===== config.mk =====
export PLATFORM = sky130hd
export DESIGN_NAME = rx_shift_register
export DESIGN_NICKNAME = d
export VERILOG_FILES = /design/src/rtl/rx_shift_register.sv
export SDC_FILE = /design/constraint.sdc
export NUM_CORES = 1
export LEC_CHECK = 0
export CAP_MARGIN = 25
export CORE_MARGIN = 5
export CORE_UTILIZATION = 61
export CTS_CLUSTER_DIAMETER = 50
export DETAILED_ROUTE_END_ITERATION = 7
export PLACE_DENSITY = 0.87
export SYNTH_ARGS = -nofsm -noshare
export SYNTH_HDL_FRONTEND = slang
export SYNTH_SLANG_ARGS = --single-unit

===== constraint.sdc =====
create_clock -name clk -period 27.4 [get_ports clk]
set_clock_uncertainty 0.2 [all_clocks]
set_input_delay 6.85 -clock clk [delete_from_list [all_inputs] [get_ports clk]]
set_output_delay 6.85 -clock clk [all_outputs]
set_load 0.05 [all_outputs]

===== src/rtl/rx_shift_register.sv =====
// Receive shifter of the SPI master: assembles char_len bits from miso into rx_data,
// in lock-step with the transmit shifter, and strobes rx_complete once per frame.
module rx_shift_register #(
   parameter int DATA_W = 128,
   parameter int CLEN_W = 6
) (
   input  logic              clk,
   input  logic              rst,
   input  logic [CLEN_W-1:0] char_len,
   input  logic              lsb,
   input  logic              go_busy,
   input  logic              miso,
   output logic [DATA_W-1:0] rx_data,
   output logic              rx_complete,
   output logic              busy
);

   localparam int IDX_W = $clog2(DATA_W);

   typedef enum logic [1:0] {IDLE, SHIFT, DONE, HOLD} state_t;

   state_t            state;
   state_t            state_nxt;
   logic [CLEN_W-1:0] cnt;
   logic [CLEN_W:0]   len;
   logic              lsb_q;
   logic [DATA_W-1:0] shadow;
   logic [DATA_W-1:0] shadow_nxt;
   logic [CLEN_W:0]   last_idx;
   logic [IDX_W-1:0]  bit_idx;
   logic              last_bit;
   logic              start;
   logic              capture;
   logic              finish;
   logic              busy_nxt;
   logic              complete_nxt;

   // A zero char_len naturally encodes the full 2^CLEN_W length via the extra MSB.
   assign last_idx = len - (CLEN_W+1)'(1);
   assign last_bit = ({1'b0, cnt} == last_idx);
   assign bit_idx  = lsb_q ? IDX_W'(cnt) : IDX_W'(last_idx - {1'b0, cnt});
   assign start    = (state == IDLE) && go_busy;
   assign capture  = (state == SHIFT) && go_busy;
   assign finish   = capture && last_bit;

   always_comb begin
      shadow_nxt          = shadow;
      shadow_nxt[bit_idx] = miso;
   end

   always_ff @(posedge clk or posedge rst) begin
      if (rst) begin
         state <= IDLE;
      end else begin
         state <= state_nxt;
      end
   end

   always_comb begin
      state_nxt = state;
      case (state)
         IDLE:    if (go_busy) state_nxt = SHIFT;
         SHIFT: begin
            if (!go_busy)     state_nxt = IDLE;
            else if (last_bit) state_nxt = DONE;
         end
         DONE:    state_nxt = go_busy ? HOLD : IDLE;
         HOLD:    if (!go_busy) state_nxt = IDLE;
         default: state_nxt = IDLE;
      endcase
   end

   always_comb begin
      busy_nxt     = (state_nxt == SHIFT);
      complete_nxt = finish;
   end

   always_ff @(posedge clk or posedge rst) begin
      if (rst) begin
         busy        <= 1'b0;
         rx_complete <= 1'b0;
      end else begin
         busy        <= busy_nxt;
         rx_complete <= complete_nxt;
      end
   end

   // Length and bit order are frozen at the start edge; miso is not sampled then.
   always_ff @(posedge clk or posedge rst) begin
      if (rst) begin
         len     <= '0;
         lsb_q   <= 1'b0;
         cnt     <= '0;
         shadow  <= '0;
         rx_data <= '0;
      end else begin
         if (start) begin
            len    <= {(char_len == '0), char_len};
            lsb_q  <= lsb;
            cnt    <= '0;
            shadow <= '0;
         end else if (capture) begin
            shadow <= shadow_nxt;
            cnt    <= cnt + CLEN_W'(1);
         end
         if (finish) begin
            rx_data <= shadow_nxt;
         end
      end
   end

endmodule


Word level (Yosys, flattened, before mapping)
Index checks and enable logic that the tools add are counted.
- bits in registers: 274
- logic and storage cells: 39
- add/sub/neg operators: 3
- reduce and logical (&&, ||, !) cells: 7
- magnitude comparators: 2
- eq/ne operators: 5
- multiplexer cells: 14
- operators by type and width (operator ; count):
    2-to-1 mux 128 bit ; 2
    bitwise mux 128 bit ; 1
    2-to-1 mux 6 bit ; 2
    2-to-1 mux 2 bit ; 5
    less-than comparator 7 x 8 -> 1 bit (second input constant) ; 1
    case mux 2 bit (4 select lines) ; 1
    demux 1 bit (select 7 bit) ; 1
    == test 6 x 7 -> 1 bit ; 1
    greater-or-equal comparator 7 x 1 -> 1 bit (second input constant) ; 1
    2-to-1 mux 7 bit ; 1
    subtractor 7 x 1 -> 7 bit (second input constant) ; 1
    subtractor 7 x 6 -> 7 bit ; 1
    adder 6 x 1 -> 6 bit (second input constant) ; 1
    logical NOT 6 bit ; 1
    == test 2 x 1 -> 1 bit (second input constant) ; 2
    == test 2 bit (second input constant) ; 2
    logical AND 1 bit ; 4
    logical NOT 2 bit ; 1
    nonzero test 2 bit ; 1
    2-to-1 mux 1 bit ; 1

Depth between registers and ports, before layout
Gate-level depths: netlist (run 1).
- word-level depth: 10
- mapped depth: 14
- gate-level depth less buffers: 12

Worst setup path after synthesis (run 1)
Ideal clock, no wire load.
- path kind: input to register
- start: in go_busy
- end: reg shadow[113]
- data required time: 27078 ps
- setup slack: 18839 ps
- stages: 7
- path buffers: 2
- arrival: 8240 ps
- cells stage by stage: nand2b_1 > or2_2 > clkbuf_1 > nor3_1 > clkbuf_1 > nand4_1 > a32o_1
- word-level cells in the longest chain between the ends: 2
- elaborated cells on any way between the ends: 4
- those cells by class: mux: 1; reduce/logical: 3
- RTL lines (element ; RTL line ; text):
    start: declaration ; 11 ; input logic go_busy,
    logical AND 1 bit (on tied branches) ; 42, 43 ;
    2-to-1 mux 128 bit or nonzero test 2 bit (tied branches) ; - ;
    end signal: assignment ; 103 ; shadow <= shadow_nxt;
    end: declaration ; 27 ; logic [DATA_W-1:0] shadow;
Several ways; a longest one is shown, not always the timed one.
A chain may end at the register's enable or synchronous reset.

Final worst setup path (run 1)
- start: in go_busy
- end: reg rx_data[16]
- word-level cells in the longest chain between the ends: 2
- RTL lines (element ; RTL line ; text):
    logical AND 1 bit ; 43 ; assign capture = (state == SHIFT) && go_busy;
    logical AND 1 bit ; 44 ; assign finish = capture && last_bit;
    end signal: assignment ; 107 ; rx_data <= shadow_nxt;
    end: declaration ; 13 ; output logic [DATA_W-1:0] rx_data,
Every way passes these cells.

==> flow_metrics.py, run 1 <==
metrics = {
    "placed_design": {
        "place_hpwl_um": 26500,
        "dp_cells": 1635,
        "place_area_um2": 14700,
        "place_congestion": 0.945,
        "port-buffer-count": 140,
    },
    "synthesis": {
        "synth_edf_count": 0,
        "synthArstFlopShare_pct": 100,
        "yosys_warnings": 0,
        "synth_fp_nets": 1352,
        "ys_seq_elements": 274,
        "synth_flop_cell": "dfrtp_1",
        "syn_area_per_cell_um2": 9.88,
        "synth_seq_area_share_pct": 52.1,
        "synthCells": 1332,
        "synth_cell_types": 57,
        "netlist_area_um2": 13200,
    },
    "pwr": {
        "switching_share_pct": 39.0,
        "max-vdd-ir-drop_mv": 0.0561,
        "clkPwrFrac_pct": 33.7,
        "combPwrFrac_pct": 29.9,
        "p_switching_uw": 460,
        "pwr-share-seq_pct": 36.4,
        "leakage_uw": 0.00666,
        "power-per-cell-area_nw_per_um2": 74.8,
        "p_int_uw": 720,
    },
    "route": {
        "wl_um": 43600,
        "viasPerCell": 7.48,
        "remaining_drc_errors": 29,
        "drt_iter0_drc": 2502,
        "via_count": 12700,
        "dr.pass1.iters": 8,
        "wl_per_cell_um": 25.7,
        "ant_nets": 0,
    },
    "sta": {
        "fmax_ghz": 0.102,
        "finalCritPeriodShare_pct": 35.8,
        "hold_viol": 0,
        "min_period_ps": 9800,
        "fin_setup_tns_ps": 0,
        "tightest_slew_ps": 1140,
        "relSlewSlack_pct": 23.5,
        "rsz0062_at_grt": "no",
        "setup_violations": 0,
        "maxSlewViolCount": 0,
    },
    "global_route": {
        "track_usage_pct": 34.9,
        "grt_max_degree": 106,
        "antenna_found_initial": 1,
        "grt_pass1_vias": 12300,
        "grt-ovfl-total": 0,
        "grt_pass1_wl_um": 68300,
    },
    "cells_and_area": {
        "drive_gt1_share_pct": 9.14,
        "diodes": 0,
        "fin_cells": 1697,
        "final_area_um2": 15800,
        "area_delta_synth_final_pct": 19.8,
        "layout_commonest_cell": "nand2_1",
        "finalNetCount": 1420,
        "final_cell_mix": "323 x nand2_1, 274 x dfrtp_1, 140 x clkdlybuf4s50_1",
    },
    "worst_setup_path": {
        "regToRegSetupSlack_ps": 21920,
        "worstPathArrival_ps": 10030,
        "reg2reg_depth": 12,
        "slowest_delay_ps": 700,
        "critPathSlowestCell": "clkinv_2",
        "crit_path_start_kind": "input port",
        "crit_path_end_kind": "register",
        "reg2reg_to": "rx_data[16]",
        "crit_chain": "clkdlybuf4s50_1 -> nand4_1 -> buf_4 -> clkinv_2 -> nand2_1 -> nor2_1 -> buf_4 -> a221o_1",
        "crit_end": "rx_data[16]",
        "path_common_cell": "buf_4",
        "r2r-start": "len[2]",
        "startpoint": "go_busy",
        "cp.required_ps": 27630,
        "cp_max_fo": 47,
        "worstSetupPathType": "input port to register",
    },
    "clocking": {
        "clk_latency_ps": 560,
        "ctsHoldBuffers": 0,
        "htreeDepth": 1,
        "cts_resized": 0,
        "post_cts_buffers": 0,
        "cts_max_path_buffers": 3,
        "cts_tree": "yes",
        "clock_sinks": 274,
        "root_buffer": "clkbuf_16",
        "cts-buffers-inserted": 29,
        "clkSlewWorstSetupHoldPaths_ps": 60,
    },
    "min_path": {
        "min_delay_path_depth": 2,
        "min-delay-path-class": "register to register",
    },
    "outcome": {
        "status": "finished with violations",
        "violations": "DRC",
    },
    "die": {
        "fp-row-count": 53,
        "core_um2": 21200,
        "die_h_um": 157,
        "die_x_um": 157,
        "start_util_pct": 62.2,
        "dieArea_um2": 24600,
        "io_pins": 141,
    },
    "job": {
        "cap_violations": 0,
    },
}
==> cells by family (layout without fill, tap and decap cells) <==
| kind of cell | after synthesis | in the layout | share of synthesized area [%] |
|---|---|---|---|
| XOR/XNOR | 5 | 5 | 0.333 |
| adder cells (fa/ha/maj) | 9 | 9 | 0.913 |
| AND/OR/NAND/NOR | 559 | 559 | 20.1 |
| multiplexers | 7 | 7 | 0.599 |
| AO/OA/AOI/OAI | 318 | 318 | 20.7 |
| flip-flops | 274 | 274 | 52.1 |
| buffers and inverters | 160 | 250 | 5.22 |
==> synth_stat cells (9+ instances only) <==
| library cell | number | area, um2 |
|---|---|---|
| nand2_1 | 323 | 1210 |
| dfrtp_1 | 274 | 6860 |
| clkbuf_1 | 97 | 364 |
| a32o_1 | 88 | 881 |
| nand4_1 | 74 | 463 |
| a221o_1 | 62 | 621 |
| a41oi_1 | 49 | 429 |
| o22ai_1 | 42 | 263 |
| nor4_1 | 34 | 213 |
| buf_2 | 30 | 150 |
| nor2_1 | 26 | 97.6 |
| nor3_1 | 26 | 130 |
| nand3_1 | 25 | 125 |
| a31oi_1 | 19 | 119 |
| buf_1 | 13 | 48.8 |
| inv_1 | 12 | 45.0 |
| o21ai_0 | 12 | 60.1 |
| a21oi_1 | 9 | 45.0 |
| o41ai_1 | 9 | 78.8 |
==> area by class of cell <==
cell class                      instances  area (um2)
Clock inverter                         14         146
Multi-Input combinational cell        898        5710
Clock buffer                           39         823
Timing Repair Buffer                  184        1830
Fill cell                            1415        5390
Inverter                               13        57.6
Tap cell                              275         344
Sequential cell                       274        6860
==> metal layers <==
layer	track usage, %	routed length, um	share of wire [%]	vias to the layer above
met5	0	11	0.025	-
li1	-	-	-	5197
met1	47.4	15500	36	6136
met2	52.5	19200	44	1074
met3	9.90	6120	14	278
met4	15.9	2720	6.2	2
==> critical path: cells and delay by family <==
family | cells | cell delay (ps)
buffers and inverters | 4 | 1830
AO/OA/AOI/OAI | 1 | 310
AND/OR/NAND/NOR | 3 | 1000
==> flip-flops by register name (all words and copies together) (netlist names) <==
name / flops
cnt: 6
state: 2
rx_complete: 1
rx_data: 128
lsb_q: 1
len: 7
busy: 1
shadow: 128
==> power by group through the flow <==
stage | Clock [uW] | Sequential (uW) | Combinational, uW
after floorplan | 0 | 443 | 224
after global placement | 0 | 435 | 316
after detailed placement | 0 | 435 | 325
after CTS | 398 | 429 | 327
after global routing | 415 | 431 | 362
final | 398 | 429 | 352
==> worst min-delay path by stage <==
stage | slack [ps] | to | startpoint
after floorplan | 240 | rx_data[120] | shadow[120]
after global placement | 250 | rx_data[87] | shadow[87]
after detailed placement | 250 | rx_data[85] | shadow[85]
after CTS | 270 | rx_data[67] | shadow[67]
after global routing | 290 | rx_data[85] | shadow[85]
final | 270 | rx_data[89] | shadow[89]
==> stage by stage <==
step / total power (uW) / util, % / worst slack, ps / hold slack (ps)
after floorplan: 666 / - / 12800 / 239
after global placement: 751 / 68.7 / 16660 / 250
after detailed placement: 760 / 69.4 / 17220 / 250
after CTS: 1150 / 74.0 / 17770 / 268
after global routing: 1210 / 74.5 / 17570 / 287
final: 1180 / 74.5 / 17600 / 272
No activity file was read; power rests on OpenSTA's default activity.
==> run 2, diff against run 1 <==
--- a/config.mk
+++ b/config.mk
@@ -7,10 +7,10 @@
 export LEC_CHECK = 0
 export CAP_MARGIN = 25
 export CORE_MARGIN = 5
-export CORE_UTILIZATION = 61
+export CORE_UTILIZATION = 57
 export CTS_CLUSTER_DIAMETER = 50
 export DETAILED_ROUTE_END_ITERATION = 7
-export PLACE_DENSITY = 0.87
+export PLACE_DENSITY = 0.82
 export SYNTH_ARGS = -nofsm -noshare
 export SYNTH_HDL_FRONTEND = slang
 export SYNTH_SLANG_ARGS = --single-unit
==> constraint.sdc (replaced) <==
create_clock -name clk -period 9.17 [get_ports clk]
set_clock_uncertainty 0.2 [all_clocks]
set_input_delay 2.2925 -clock clk [delete_from_list [all_inputs] [get_ports clk]]
set_output_delay 2.2925 -clock clk [all_outputs]
set_load 0.05 [all_outputs]
==> flow_metrics.py, run 2 (synthesized netlist as in run 1, its figures left out) <==
metrics = {
    "sta": {
        "setup_violations": 0,
        "fmax_ghz": 0.198,
        "maxSlewViolCount": 0,
        "finalCritPeriodShare_pct": 55.2,
        "relSlewSlack_pct": 20.3,
        "hold_viol": 0,
        "tightest_slew_ps": 1190,
        "rsz0062_at_grt": "no",
        "whs_ps": 272,
        "min_period_ps": 5060,
        "fin_setup_tns_ps": 0,
    },
    "global_route": {
        "antenna_found_initial": 0,
        "track_usage_pct": 31.8,
        "grt_pass1_vias": 11800,
        "grt-ovfl-total": 0,
        "grt_pass1_wl_um": 66800,
        "grt_max_degree": 165,
    },
    "clocking": {
        "cts_max_path_buffers": 3,
        "cts_tree": "yes",
        "htreeDepth": 1,
        "cts_resized": 0,
        "post_cts_buffers": 0,
        "root_buffer": "clkbuf_16",
        "cts-buffers-inserted": 29,
        "clock_sinks": 274,
        "ctsHoldBuffers": 0,
        "clk_latency_ps": 570,
        "clkSlewWorstSetupHoldPaths_ps": 60,
    },
    "route": {
        "via_count": 12400,
        "remaining_drc_errors": 0,
        "wl_um": 42600,
        "dr.pass1.iters": 8,
        "wl_per_cell_um": 25.1,
        "ant_nets": 0,
        "viasPerCell": 7.29,
        "drt_iter0_drc": 2008,
    },
    "placed_design": {
        "place_congestion": 0.938,
        "port-buffer-count": 140,
        "place_hpwl_um": 25900,
    },
    "worst_setup_path": {
        "cp.required_ps": 9460,
        "crit_path_start_kind": "input port",
        "worstSetupPathType": "input port to register",
        "cp_max_fo": 47,
        "crit_path_end_kind": "register",
        "worstPathArrival_ps": 5350,
    },
    "cells_and_area": {
        "finalNetCount": 1413,
        "fill_cells": 1662,
        "multi_input_area_um2": 5710,
        "area_delta_synth_final_pct": 19.4,
        "layout_commonest_cell": "nand2_1",
        "top_regs": "rx_data (128), shadow (128), len (7)",
        "drive_gt1_share_pct": 8.55,
        "area.sequential_um2": 6860,
        "final_cell_mix": "323 x nand2_1, 274 x dfrtp_1, 140 x clkdlybuf4s50_1",
        "diodes": 0,
    },
    "outcome": {
        "status": "complete, no violations",
    },
    "die": {
        "io_pins": 141,
        "die_x_um": 162,
        "die_h_um": 162,
        "dieArea_um2": 26200,
        "core_um2": 22700,
        "start_util_pct": 57.9,
        "fp-row-count": 55,
    },
    "min_path": {
        "min-delay-path-class": "register to register",
    },
    "pwr": {
        "power-per-cell-area_nw_per_um2": 224,
        "max-vdd-ir-drop_mv": 0.164,
        "leakage_uw": 0.00662,
    },
    "job": {
        "cap_violations": 0,
    },
}
-- run 2: metal layers --
metal / wire length (um) / up-vias / global-route usage, %
li1: - / 5194 / -
met1: 15600 / 6046 / 43.5
met2: 19100 / 952 / 47.8
met3: 5690 / 207 / 10.0
met4: 2230 / 0 / 12.6
met5: 0 / - / 0
-- run 2: through the flow --
| step | total power, uW | std cells | instance area [um2] | utilization, % | setup WS [ps] |
|---|---|---|---|---|---|
| global route | 3630 | 1700 | 15700 | 69.2 | 4010 |
| finish | 3520 | 1700 | 15700 | 69.2 | 4110 |
| global placement | 2240 | 1634 | 14600 | 64.1 | 3100 |
| CTS | 3460 | 1695 | 15700 | 68.9 | 4180 |
| floorplan | 1990 | 1332 | 13200 | - | 3050 |
| detailed placement | 2270 | 1642 | 14700 | 64.6 | 3620 |
-- run 2: cell type report --
type                    count  area share [%]
multi-input cells         898            36.4
well taps                 285            2.27
inverters                  13           0.343
clock inverters            12            1.04
flip-flops and latches    274            43.7
clock buffers              41            5.23
repair buffers            177            11.1
-- run 2: worst paths after layout --
path | start | to | slack [ps] | depth (start not counted)
min | rx_data[71] | rx_data[71] | 270 | 2
min reg2reg | rx_data[71] | rx_data[71] | 270 | 2
min in group asynchronous | rst | rx_data[54] | 2150 | 3
max reg2reg | len[2] | rx_data[21] | 4410 | 13
max in group asynchronous | rst | shadow[25] | 5140 | 4
max | go_busy | rx_data[33] | 4110 | 7
-- run 2: worst max-delay path, stage by stage --
cell,delay (ps)
clkdlybuf4s50_1,520
nand4_1,140
buf_4,340
clkinv_2,450
nand2_1,350
nor3_2,940
a221o_1,290
-- run 2: power breakdown --
group | switching, uW | leakage (uW) | internal (uW)
clock | 495 | 0.000478 | 712
sequential | 40.3 | 0.00380 | 1240
combinational | 816 | 0.00234 | 217
